[config.mk]
export PLATFORM = sky130hd
export DESIGN_NAME = reg_file
export DESIGN_NICKNAME = d
export VERILOG_FILES = /design/src/rtl/reg_file.sv
export SDC_FILE = /design/constraint.sdc
export NUM_CORES = 1
export LEC_CHECK = 0
export CORE_MARGIN = 2
export CORE_UTILIZATION = 39
export DETAILED_ROUTE_END_ITERATION = 7
export SYNTH_ARGS = -nofsm -noshare
export SYNTH_HDL_FRONTEND = slang
export SYNTH_SLANG_ARGS = --single-unit
export TNS_END_PERCENT = 5
[constraint.sdc]
create_clock -name clk -period 9.1 [get_ports clk]
set_clock_uncertainty 0.2 [all_clocks]
set_input_delay 1.82 -clock clk [delete_from_list [all_inputs] [get_ports clk]]
set_output_delay 1.82 -clock clk [all_outputs]
set_load 0.005 [all_outputs]
[src/rtl/reg_file.sv]
// Single-port register file: one shared address, flip-flop storage, registered read port.
// Concurrent WrEn and RdEn is treated as a no-op so RdData and storage both hold.
module reg_file #(
    parameter int DATA_WIDTH = 16,
    parameter int ADDR_WIDTH = 4
) (
    input  logic                  clk,
    input  logic                  rst,
    input  logic                  WrEn,
    input  logic                  RdEn,
    input  logic [ADDR_WIDTH-1:0] Address,
    input  logic [DATA_WIDTH-1:0] WrData,
    output logic [DATA_WIDTH-1:0] RdData
);

    localparam int DEPTH = 1 << ADDR_WIDTH;

    logic [DATA_WIDTH-1:0] mem_q [DEPTH];
    logic [DATA_WIDTH-1:0] rd_data_q;
    logic [DATA_WIDTH-1:0] rd_data_d;
    logic                  wr_ok;
    logic                  rd_ok;

    // Both enables at once cancel each other.
    assign wr_ok = WrEn & ~RdEn;
    assign rd_ok = RdEn & ~WrEn;

    generate
        for (genvar gi = 0; gi < DEPTH; gi++) begin : g_word
            always_ff @(posedge clk) begin
                if (rst) begin
                    mem_q[gi] <= '0;
                end else if (wr_ok && (Address == ADDR_WIDTH'(gi))) begin
                    mem_q[gi] <= WrData;
                end
            end
        end
    endgenerate

    always_comb begin
        rd_data_d = rd_data_q;
        if (rd_ok) begin
            rd_data_d = mem_q[Address];
        end
    end

    always_ff @(posedge clk) begin
        if (rst) begin
            rd_data_q <= '0;
        end else begin
            rd_data_q <= rd_data_d;
        end
    end

    assign RdData = rd_data_q;

endmodule

==> results.sh, run 1 <==
export IMPL_clk_transition_reported_paths_ps=60
export IMPL_fin_cells=1296
export IMPL_preCtsSetupSlack_ps=3960
export IMPL_cpPeakStageDelay_ps=1100
export IMPL_postSynth_topFlopCell="edfxtp_1"
export IMPL_power_density_mw_per_mm2=201
export IMPL_utilization_pct=45.4
export IMPL_antenna_found_initial=0
export IMPL_drt_iter0_markers=657
export IMPL_clock_buffers_created_by_tritoncts=29
export IMPL_startpoint_type="input port"
export IMPL_hp_class="flop to flop"
export IMPL_synth_seq_cells=272
export IMPL_cts_repair_resize_count=0
export IMPL_route_antenna_remaining_nets=0
export IMPL_post_route_cell_area_mm2=0.0139
export IMPL_dpl_cell_count=1241
export IMPL_final_period_utilization_pct=51.2
export IMPL_worst_slack_ps=4440
export IMPL_drt_total_wl_mm=29.7
export IMPL_crit_path_start="rst"
export IMPL_cts_max_level=1
export IMPL_slew_headroom_pct=16.2
export IMPL_synth_instances=851
export IMPL_ys_warnings_count=0
export IMPL_multiInputGateArea_mm2=0.00395
export IMPL_grt_first_pass_wirelength_mm=44.7
export IMPL_filler_instances=2724
export IMPL_route_detailed_drc=0
export IMPL_power_leakage_nw=4.89
export IMPL_initial_utilization_pct=39.9
export IMPL_cp_data_arrival_time_ps=4700
export IMPL_outcome="complete, no violations"
export IMPL_crit_family="buffers and inverters"
export IMPL_clock_insertion_delay_worst_skew_ps=550
export IMPL_finalHoldViolations=0
export IMPL_avgSynthCellArea_um2=14.4
export IMPL_syn_num_nets=875
export IMPL_layout_area_seq_mm2=0.00801
export IMPL_globalplace_congestion=0.795
export IMPL_die_w_um=181
export IMPL_dr_total_vias=7002
export IMPL_share_of_synthesized_area_occupied_by_flip_flops_and_latches_pct=65.3
export IMPL_ir_worst_vdd_mv=0.128
export IMPL_ys_async_sr_fraction_pct=0
export IMPL_via_density_per_instance=5.40
export IMPL_wire_per_inst_um=23.0
export IMPL_cts_sinks=272
export IMPL_placement_io_buffers=39
export IMPL_worst_hold_startpoint="RdData[1]"
export IMPL_grt_start_max_net_pins=53
export IMPL_fp_coreArea_mm2=0.0307
export IMPL_synth_edff_count=256
export IMPL_cell_area_placed_mm2=0.0130
export IMPL_clock_fmax_mhz=214
export IMPL_nets=900
export IMPL_dieHeight_um=181
export IMPL_globalRoute_totalOverflow=0
export IMPL_die_area_mm2=0.0329
export IMPL_yosys_cell_types_count=34
export IMPL_tightest_slew_ps=1250
export IMPL_cts_tree="done"
export IMPL_nature_of_the_critical_path_endpoint="flop"
export IMPL_criticalPathCategory="input port to flop"
export IMPL_post_dp_hpwl_mm=18.2
export IMPL_max_cap_violations=0
export IMPL_grt_pass1_vias=6946
export IMPL_rr_startpoint="mem_q[8][2]"
export IMPL_cts_repair_timing_setup_buffer_count=0
export IMPL_cp_buffers_inverters=3
export IMPL_clk_path_buf_depth=3
export IMPL_fin_setup_tns_ps=0
export IMPL_share_of_post_route_cells_with_drive_strength_above_1_pct=13.1
export IMPL_drt_pass1_iter_count=5
export IMPL_fin_crit_ps=4660
export IMPL_slew_viol_final=0
export IMPL_reg2reg_setup_slack_ps=7470
export IMPL_synthToLayoutAreaGrowth_pct=13.7
export IMPL_top_level_ports=40
export IMPL_grt_use_total_pct=18.2
export IMPL_setup_viol=0
export IMPL_timing_critical_path_slowest_stage_cell="clkdlybuf4s50_1"
export IMPL_post_layout_total_power_mw=2.80
export IMPL_std_cell_rows=64
export IMPL_cts_root_buffer_cell="clkbuf_16"
export IMPL_crit_chain="clkdlybuf4s50_1 -> inv_1 -> o21ai_1 -> buf_4"
export IMPL_synth_area_mm2=0.0123
export IMPL_worst_path_max_fanout=32
export IMPL_cts_hold_buf=0
export IMPL_hold_worst_slack_ps=368
export IMPL_rsz0062_at_grt="false"
export IMPL_worst_ep_required_time_ps=9140
## registers in the layout, summed over array words and instances (netlist names)
name	count
mem_q	256
RdData	16
## path summary, 6_finish.rpt
path / end / cells after the start
setup / recovery: mem_q[5][13] / 4
hold / removal: RdData[1] / 2
setup reg to reg: RdData[2] / 3
hold reg to reg: RdData[1] / 2
## layout make-up
type | instances | area share, %
Antenna cell | 1 | 0.0179
Sequential cell | 272 | 57.4
Tap cell | 396 | 3.55
Clock inverter | 17 | 1.13
Timing Repair Buffer | 65 | 4.16
Inverter | 1 | 0.0269
Clock buffer | 37 | 5.42
Multi-Input combinational cell | 507 | 28.3
## cell usage after synthesis (all sizes together) (3+ instances only)
library cell    n  share of area, %
o22ai          47               2.4
edfxtp        256                63
nor2b           5              0.25
nand2b          5              0.25
mux2i          60               4.9
mux4           30               5.5
o21ai          31               1.3
nor2            6              0.20
buf            22               1.0
a21oi          15              0.61
and2          257                13
a22oi          15              0.92
nor3           14               1.2
clkbuf         49               1.5
mux2            6              0.55
nand2           3              0.11
dfxtp          16               2.6
## logic make-up (layout without fill, tap and decap cells)
family	count (synthesis)	count (layout)	share of synthesized area [%]
buf+inv	72	120	2.59
compound gates	112	112	5.45
mux	96	96	11.0
flops	272	272	65.3
simple gates	299	299	15.8
other cells	0	1	0
## worst min-delay path: cells and delay by family, from the launching register on
kind	cells	cell delay, ps
AOI/OAI and AO/OA	2	200
DFF	1	320
## cell usage in the layout (no fill, tap or decap), types with 16 or more instances in the layout
master             n
and2_1           257
edfxtp_1         256
mux2i_1           60
o22ai_1           47
clkdlybuf4s50_1   37
mux4_2            30
clkbuf_16         29
buf_4             28
dfxtp_1           16
o21ai_1           16
## layer usage
metal	vias up	global-route usage [%]	share of wire, %
met5	-	0	0
met4	0	4.49	1.9
met3	38	2.99	7.3
met2	297	28.7	46
met1	3468	26.5	45
li1	3199	-	-
## power breakdown
part	switching (mW)	internal, mW	total (mW)
sequential	0.0217	1.44	1.46
clock	0.470	0.669	1.14
combinational	0.124	0.0794	0.203
Power figures use the tool's default switching activity.
==> run 2, diff against run 1 <==
clock period = 4.3 ns   (was 9.1 ns; I/O delays follow)
==> run 2 against run 1 <==
Against the previous run:
- final area up 1.5%
- power up 120%
- count of clock-buffer cells in the layout unchanged
- die area unchanged
- critical path type unchanged
- largest cell class unchanged
==> results.sh, run 2 (synthesis results as in run 1) <==
export IMPL_wire_per_inst_um=22.9
export IMPL_nets=916
export IMPL_die_area_mm2=0.0329
export IMPL_power_leakage_nw=5.01
export IMPL_max_cap_violations=0
export IMPL_route_detailed_drc=0
export IMPL_antenna_diode_count=0
export IMPL_met3_length_mm=1.61
export IMPL_power_share_sequential_pct=50.9
export IMPL_startpoint_type="input port"
export IMPL_mostFrequentLayoutCell="and2_1"
export IMPL_drt_iter0_markers=613
export IMPL_largest_reg_flops=256
export IMPL_cp_data_arrival_time_ps=3020
export IMPL_final_period_utilization_pct=69.3
export IMPL_via_density_per_instance=5.39
export IMPL_hp_class="flop to flop"
export IMPL_initial_utilization_pct=39.9
export IMPL_fin_crit_ps=2980
export IMPL_filler_instances=2772
export IMPL_clock_buffers_created_by_tritoncts=30
export IMPL_grt_pass1_vias=7306
export IMPL_rsz0062_at_grt="false"
export IMPL_drt_pass1_iter_count=6
export IMPL_cp_buffers_inverters=2
export IMPL_outcome="complete, no violations"
export IMPL_comb_power_share_pct=7.4
export IMPL_internal_power_mw=4.71
export IMPL_dr_total_vias=7070
export IMPL_cpPeakStageDelay_ps=690
export IMPL_dr_wl_met2_mm=14.1
export IMPL_grt_first_pass_wirelength_mm=46.1
export IMPL_cts_sinks=272
export IMPL_finalHoldViolations=0
export IMPL_routedLengthMet1_mm=13.6
export IMPL_cts_root_buffer_cell="clkbuf_16"
export IMPL_placement_io_buffers=39
export IMPL_p_sw_share_pct=22.3
export IMPL_std_cell_rows=64
export IMPL_power_density_mw_per_mm2=428
export IMPL_grt_use_total_pct=18.7
export IMPL_timing_critical_path_slowest_stage_cell="clkdlybuf4s50_1"
export IMPL_dieHeight_um=181
export IMPL_route_antenna_remaining_nets=0
export IMPL_post_dp_hpwl_mm=19.2
export IMPL_setup_viol=0
export IMPL_ir_worst_vdd_mv=0.294
export IMPL_tightest_slew_ps=914
export IMPL_clk_path_buf_depth=3
export IMPL_slew_headroom_pct=38.8
export IMPL_clk_transition_reported_paths_ps=60
export IMPL_cts_repair_resize_count=0
export IMPL_crit_family="buffers and inverters"
export IMPL_worst_path_max_fanout=12
export IMPL_globalRoute_totalOverflow=0
export IMPL_globalplace_congestion=0.815
export IMPL_antenna_found_initial=1
export IMPL_max_flop_register="mem_q"
export IMPL_top_level_ports=40
export IMPL_fp_coreArea_mm2=0.0307
export IMPL_net_switching_power_mw=1.35
export IMPL_cts_max_level=1
export IMPL_clock_fmax_mhz=336
export IMPL_clock_power_share_pct=41.7
export IMPL_slew_viol_final=0
export IMPL_cts_repair_timing_setup_buffer_count=0
export IMPL_clock_insertion_delay_worst_skew_ps=550
export IMPL_die_w_um=181
export IMPL_grt_start_max_net_pins=41
export IMPL_cell_area_placed_mm2=0.0132
export IMPL_fin_setup_tns_ps=0
export IMPL_drt_total_wl_mm=30.1
export IMPL_post_route_cell_area_mm2=0.0142
export IMPL_highest_layer="met4"
export IMPL_worst_ep_required_time_ps=4340
export IMPL_cts_hold_buf=0
export IMPL_synthToLayoutAreaGrowth_pct=15.3
export IMPL_layout_common_cells="and2_1 (257), edfxtp_1 (256), mux2i_1 (60)"
export IMPL_criticalPathCategory="input port to flop"
export IMPL_crit_chain="clkdlybuf4s50_1 -> nand4bb_1 -> o21ai_1 -> buf_4"
export IMPL_nature_of_the_critical_path_endpoint="flop"
export IMPL_share_of_post_route_cells_with_drive_strength_above_1_pct=15.4
export IMPL_cts_tree="done"
## run 2: stage by stage
step	worst slack, ps	power [mW]	util [%]	hold WS (ps)	std cells
5_1_grt	1220	6.25	46.0	395	1312
3_5_place_dp	798	3.59	42.9	331	1256
4_1_cts	1370	6.09	46.0	354	1312
6_report	1320	6.06	46.0	360	1312
3_3_place_gp	796	3.58	42.9	345	1256
2_1_floorplan	931	3.39	-	329	851
## run 2: per-layer routing
metal  vias up  global-route usage (%)
met5         -                       0
met4         0                    5.11
met3        50                    2.63
met2       210                    30.1
met1      3585                    26.7
li1       3225                       -
## run 2: area by class of cell
type                            instances  area (um^2)  area share (%)
Tap cell                              396          495            3.50
Timing Repair Buffer                   80          731            5.16
Multi-Input combinational cell        507         3950            27.9
Clock buffer                           37          798            5.64
Sequential cell                       272         8010            56.6
Clock inverter                         19          170            1.20
Inverter                                1         3.75          0.0265
## run 2: path summary, 6_finish.rpt
kind                 from           end  slack, ps  depth (start not counted)
min             RdData[3]     RdData[3]        360                          2
max            Address[0]  mem_q[1][14]       1320                          4
min reg2reg     RdData[3]     RdData[3]        360                          2
max reg2reg  mem_q[10][7]     RdData[7]       2660                          3
## run 2: tightest hold or removal path: stages, from the launching register on
cell	delay, ps
dfxtp_1	330
o21ai_0	90
a21oi_1	110
## run 2: power groups by stage
stage / clock, mW / sequential [mW] / combinational, mW
6_report: 2.53 / 3.08 / 0.446
5_1_grt: 2.68 / 3.10 / 0.479
4_1_cts: 2.56 / 3.09 / 0.453
3_5_place_dp: 0 / 3.14 / 0.451
3_3_place_gp: 0 / 3.14 / 0.449
2_1_floorplan: 0 / 3.13 / 0.259
